## src/rtl/sha3_pkg.sv

```systemverilog
// Shared SHA3 bus constants and the digest-reader state encoding.
package sha3_pkg;

  localparam int unsigned WORD_W       = 32;
  localparam int unsigned DIGEST_WORDS = 16;
  localparam int unsigned RATE_WORDS   = 18;

  localparam logic [WORD_W-1:0] READ_ADDR  = 32'h56;
  localparam logic [WORD_W-1:0] WRITE_ADDR = 32'h55;

  typedef enum logic {
    IDLE  = 1'b0,
    SERVE = 1'b1
  } state_t;

endpackage

```

## src/rtl/sha3_digest_reader.sv

```systemverilog
// Captures a wide SHA3 digest and serves it LSW-first, one 32-bit word per bus read.
// Optional: define SHA3_READER_ZEROIZE_EN to clear each buffer word as it is read out.
module sha3_digest_reader #(
  parameter int unsigned WORDS     = sha3_pkg::DIGEST_WORDS,
  parameter logic [31:0] READ_ADDR = sha3_pkg::READ_ADDR
) (
  input  logic                clk,
  input  logic                rst,
  input  logic                digest_valid,
  input  logic [WORDS*32-1:0] digest_in,
  output logic                digest_ack,
  input  logic                read_e,
  input  logic [31:0]         addr_in,
  output logic [31:0]         data_out,
  output logic                data_valid,
  output logic                avail,
  output logic                underrun,
  output logic                done
);

  import sha3_pkg::*;

  localparam int unsigned DIGEST_W = WORDS * WORD_W;
  localparam int unsigned IDX_W    = (WORDS > 1) ? $clog2(WORDS) : 1;
  localparam logic [IDX_W-1:0] LAST_IDX = IDX_W'(WORDS - 1);

  state_t               state, state_d;
  logic [DIGEST_W-1:0]  digest_buf, digest_buf_d;
  logic [IDX_W-1:0]     idx, idx_d;
  logic [WORD_W-1:0]    data_out_d;
  logic                 ack_d, data_valid_d, underrun_d, done_d;
  logic                 rd_hit;

  assign rd_hit = read_e && (addr_in == READ_ADDR);
  assign avail  = (state == SERVE);

  // Next-state, buffer and output-pulse logic.
  always_comb begin
    state_d      = state;
    digest_buf_d = digest_buf;
    idx_d        = idx;
    data_out_d   = data_out;
    ack_d        = 1'b0;
    data_valid_d = 1'b0;
    underrun_d   = 1'b0;
    done_d       = 1'b0;
    case (state)
      IDLE: begin
        // The bus never stalls: an empty read still completes, with zero data.
        if (rd_hit) begin
          data_out_d   = '0;
          data_valid_d = 1'b1;
          underrun_d   = 1'b1;
        end
        if (digest_valid) begin
          digest_buf_d = digest_in;
          idx_d        = '0;
          ack_d        = 1'b1;
          state_d      = SERVE;
        end
      end
      SERVE: begin
        if (rd_hit) begin
          data_out_d   = digest_buf[WORD_W*idx +: WORD_W];
          data_valid_d = 1'b1;
`ifdef SHA3_READER_ZEROIZE_EN
          digest_buf_d[WORD_W*idx +: WORD_W] = '0;
`else
          digest_buf_d = digest_buf;
`endif
          if (idx == LAST_IDX) begin
            done_d  = 1'b1;
            idx_d   = '0;
            state_d = IDLE;
          end else begin
            idx_d = idx + 1'b1;
          end
        end
      end
      default: state_d = IDLE;
    endcase
  end

  always_ff @(posedge clk) begin
    if (rst) begin
      state      <= IDLE;
      digest_buf <= '0;
      idx        <= '0;
      data_out   <= '0;
      digest_ack <= 1'b0;
      data_valid <= 1'b0;
      underrun   <= 1'b0;
      done       <= 1'b0;
    end else begin
      state      <= state_d;
      digest_buf <= digest_buf_d;
      idx        <= idx_d;
      data_out   <= data_out_d;
      digest_ack <= ack_d;
      data_valid <= data_valid_d;
      underrun   <= underrun_d;
      done       <= done_d;
    end
  end

endmodule

```

## config.mk

```make
export PLATFORM = sky130hd
export DESIGN_NAME = sha3_digest_reader
export DESIGN_NICKNAME = d
export VERILOG_FILES = /design/src/rtl/sha3_pkg.sv /design/src/rtl/sha3_digest_reader.sv
export SDC_FILE = /design/constraint.sdc
export NUM_CORES = 1
export LEC_CHECK = 0
export BUFFER_PORTS_ARGS = -buffer_cell sky130_fd_sc_hd__buf_2
export CAP_MARGIN = 20
export CELL_PAD_IN_SITES_DETAIL_PLACEMENT = 0
export CELL_PAD_IN_SITES_GLOBAL_PLACEMENT = 1
export CORE_MARGIN = 1.5
export CORE_UTILIZATION = 40
export CTS_BUF_LIST = sky130_fd_sc_hd__clkbuf_4 sky130_fd_sc_hd__clkbuf_8
export DETAILED_ROUTE_END_ITERATION = 10
export GPL_TIMING_DRIVEN = 0
export PLACE_DENSITY = 0.94
export SYNTH_ARGS = -nofsm -noshare
export SYNTH_HDL_FRONTEND = slang
export SYNTH_SLANG_ARGS = --single-unit
```

## constraint.sdc

```tcl
create_clock -name clk -period 2.2 [get_ports clk]
set_clock_uncertainty 0.05 [all_clocks]
set_input_delay 0.33 -clock clk [delete_from_list [all_inputs] [get_ports clk]]
set_output_delay 0.33 -clock clk [all_outputs]
set_load 0.01 [all_outputs]
```

==> impl_metrics.py <==
metrics = {
    "die": {
        "fp.dieW_um": 241,
        "io-pin-count": 585,
        "core-area_um2": 56300,
        "floorplan.die_area_um2": 58200,
        "placementRows": 87,
        "fp.dieH_um": 241,
        "initial_utilization_pct": 40.4,
    },
    "hold_path": {
        "min_to": "data_valid",
        "min_delay_path_depth": 4,
        "hold_path_class": "in -> reg",
        "worstHoldStart": "addr_in[22]",
    },
    "routing": {
        "antenna_violating_nets_post_route": 0,
        "initialDrtViolationCount": 2236,
        "detail_route.drc_violations": 0,
        "routed_wl_um": 109000,
        "wire_per_inst_um": 23.3,
        "vias_per_cell": 5.51,
        "via_count": 25900,
        "drt-pass1-iter-count": 7,
    },
    "placement": {
        "gp_routability_congestion": 0.911,
        "detailed_place_hpwl_um": 75000,
        "postPlaceCellArea_um2": 26600,
        "placement.setup.worst_slack_ps": -851,
        "port_buffers": 583,
    },
    "synth": {
        "number_of_enable_type_register_cells_in_the_synthesized_netlist": 0,
        "synth.net_count": 3205,
        "syn_area_um2": 22700,
        "yosys.cell_count.top_type": "nand2_1",
        "synth_sequential_area_ratio_pct": 48.7,
        "synth_flop_cell": "dfxtp_1",
        "synth-warning-count": 0,
        "async_flop_share_pct": 0,
        "netlist_top_cells_count": "nand2_1, dfxtp_1, a21oi_1",
        "post_synth_num_cell_types": 37,
        "netlist.area_leader.share_pct": 48.7,
        "yosysTopAreaCell": "dfxtp_1",
        "synth-seq-cells": 553,
        "synthesis.instances": 2656,
        "avgSynthCellArea_um2": 8.55,
        "cell_types_with_the_largest_area_share_after_synthesis": "dfxtp_1, nand2_1, mux4_2",
    },
    "grt": {
        "grtUsageTotal_pct": 36.7,
        "initial_antenna_violation_count": 11,
        "grt-ovfl-total": 0,
        "grt_first_pass_wirelength_um": 156000,
        "grt_start_max_net_pins": 13,
        "grt_pass1_vias": 26000,
    },
    "cts": {
        "total_cts_buffers": 92,
        "tritoncts": "done",
        "numClockSinks": 553,
        "clock_latency_ps": 700,
        "root_buffer": "clkbuf_8",
        "clk_transition_reported_paths_ps": 60,
        "ctsHtreeMaxLevel": 3,
        "ctsLongestPathBuffers": 3,
    },
    "sta": {
        "setup_violations": 0,
        "max_slew.worst_pin.slew_ps": 918,
        "finalHoldViolations": 0,
        "max_slew_margin_pct": 38.8,
        "finalCriticalPeriod_ps": 2160,
        "fmax_ghz": 0.464,
        "slew_violations": 0,
        "rsz0062_at_grt": "yes",
        "final_critical_path_setup_slack_ps": 44.5,
        "totalNegativeSetupSlack_ps": 0,
        "finalCritPeriodShare_pct": 98.0,
    },
    "critical_path": {
        "cp-end-kind": "flip-flop",
        "critPathKind": "reg -> reg",
        "ff2ff_setup_slack_ps": 40,
        "critical_path.startpoint_type": "flip-flop",
        "required_ps": 2700,
        "timing.rr.end": "data_out[28]",
        "timing.critical_path.from": "idx[0]",
        "worst-endpoint-arrival_ps": 2660,
        "regToRegStartpoint": "idx[0]",
        "timing.critical_path.fanout_max": 6,
        "worst_r2r_path_depth": 9,
    },
    "cells_and_area": {
        "area_growth_pct": 51.1,
        "fill_cells": 4525,
        "finalNetCount": 4404,
        "post-route-cell-area_um2": 34300,
        "final-seq-area_um2": 11100,
        "multi_input_gate_area_um2": 10700,
        "final_layout_size_suffix_gt1_share_pct": 25.8,
        "postLayoutCoreUtil_pct": 61.0,
    },
    "power": {
        "vdd_drop_max_v": 0.000495,
        "power_leakage_nw": 13.9,
        "power.density_cell_area_nw_per_um2": 715,
    },
    "flow_run": {
        "timing.max_cap.violations": 0,
    },
    "status": {
        "run_status": "finished, final reports clean",
    },
}
==> cell usage in the layout (no fill, tap or decap), types with 3 or more instances in the layout <==
| master | n |
|---|---|
| buf_6 | 7 |
| diode_2 | 15 |
| nor2_1 | 34 |
| dfxtp_1 | 551 |
| a22o_1 | 60 |
| clkinv_2 | 13 |
| mux2i_1 | 5 |
| bufinv_16 | 5 |
| nor4_1 | 4 |
| buf_1 | 10 |
| nor2b_1 | 4 |
| clkbuf_2 | 71 |
| nand2_1 | 1029 |
| dlygate4sd3_1 | 514 |
| clkbuf_4 | 26 |
| nor2_2 | 4 |
| nand4_1 | 5 |
| buf_12 | 8 |
| buf_2 | 597 |
| buf_16 | 3 |
| a21oi_1 | 512 |
| clkbuf_1 | 103 |
| buf_4 | 9 |
| inv_1 | 32 |
| mux4_2 | 128 |
| clkinvlp_4 | 8 |
| clkbuf_8 | 122 |
| o32ai_1 | 31 |
==> per-layer routing <==
layer | up-vias | global-route usage [%] | wire (um)
met2 | 1744 | 60.4 | 51200
met3 | 487 | 10.2 | 10600
met4 | 10 | 23.2 | 7850
met1 | 12200 | 42.3 | 39500
met5 | - | 0.673 | 111
li1 | 11400 | - | -
==> flip-flops by register name (all words and copies together), names as in the netlist <==
register / flops
data_valid: 1
done: 1
data_out: 32
avail: 1
idx: 4
digest_buf: 512
underrun: 1
digest_ack: 1
==> report_power, final <==
group	switching [mW]	leakage, nW	internal (mW)	total (mW)
clock	4.40	1.09	5.89	10.3
sequential	0.309	4.53	10.6	10.9
combinational	1.79	8.31	1.58	3.38
total	6.50	13.9	18.0	24.5
==> repair_timing <==
action | 4_1_cts | 5_1_grt
gates resized for setup | 108 | 62
setup buffers | 3 | 3
endpoints found under the hold margin | 516 | 0
endpoints found under the setup margin | 508 | 407
pin swaps | 0 | 4
gates cloned | 2 | 0
hold buffers | 514 | 0
==> cell type report <==
cell class	count	area share, %
sequential	553	32.3
clock buffer	141	5.31
buffer	225	3.41
multi-input combinational	1846	31.1
timing repair buffer	1105	23.9
tap	756	2.76
clock inverter	27	0.828
inverter	32	0.350
antenna	15	0.109
==> kinds of logic (layout without fill, tap and decap cells) <==
group | count (synthesis) | in the layout | synth area share [%]
AND/OR/NAND/NOR | 1098 | 1098 | 18.6
AO/OA/AOI/OAI | 613 | 613 | 15.1
flip-flops | 553 | 553 | 48.7
buffers and inverters | 257 | 1530 | 4.53
multiplexers | 134 | 134 | 13.0
adder cells (fa/ha/maj) | 1 | 1 | 0.0551
other | 0 | 15 | 0
==> through the flow <==
step           cells  hold WS (ps)  power, mW
2_1_floorplan   2656           383       12.2
5_1_grt         4690          71.1       25.3
4_1_cts         4682          46.1       24.3
6_report        4700           134       24.5
3_3_place_gp    3995           388       13.5
3_5_place_dp    3995           393       13.5
==> worst max-delay path by stage <==
stage / to / cells past startpoint
3_3_place_gp: data_out[16] / 6
4_1_cts: digest_buf[62] / 6
6_report: data_out[28] / 9
5_1_grt: data_out[0] / 8
3_5_place_dp: data_out[9] / 6
2_1_floorplan: data_out[21] / 7
==> critical path, stage by stage (launching register included) <==
cell and delay, ps:
dfxtp_2 340, buf_8 150, buf_12 120, buf_16 140, buf_12 110, buf_16 120, mux4_2 570, a22o_1 240
nor2_1 110, o32ai_1 70
(Power assumes the default switching activity.)
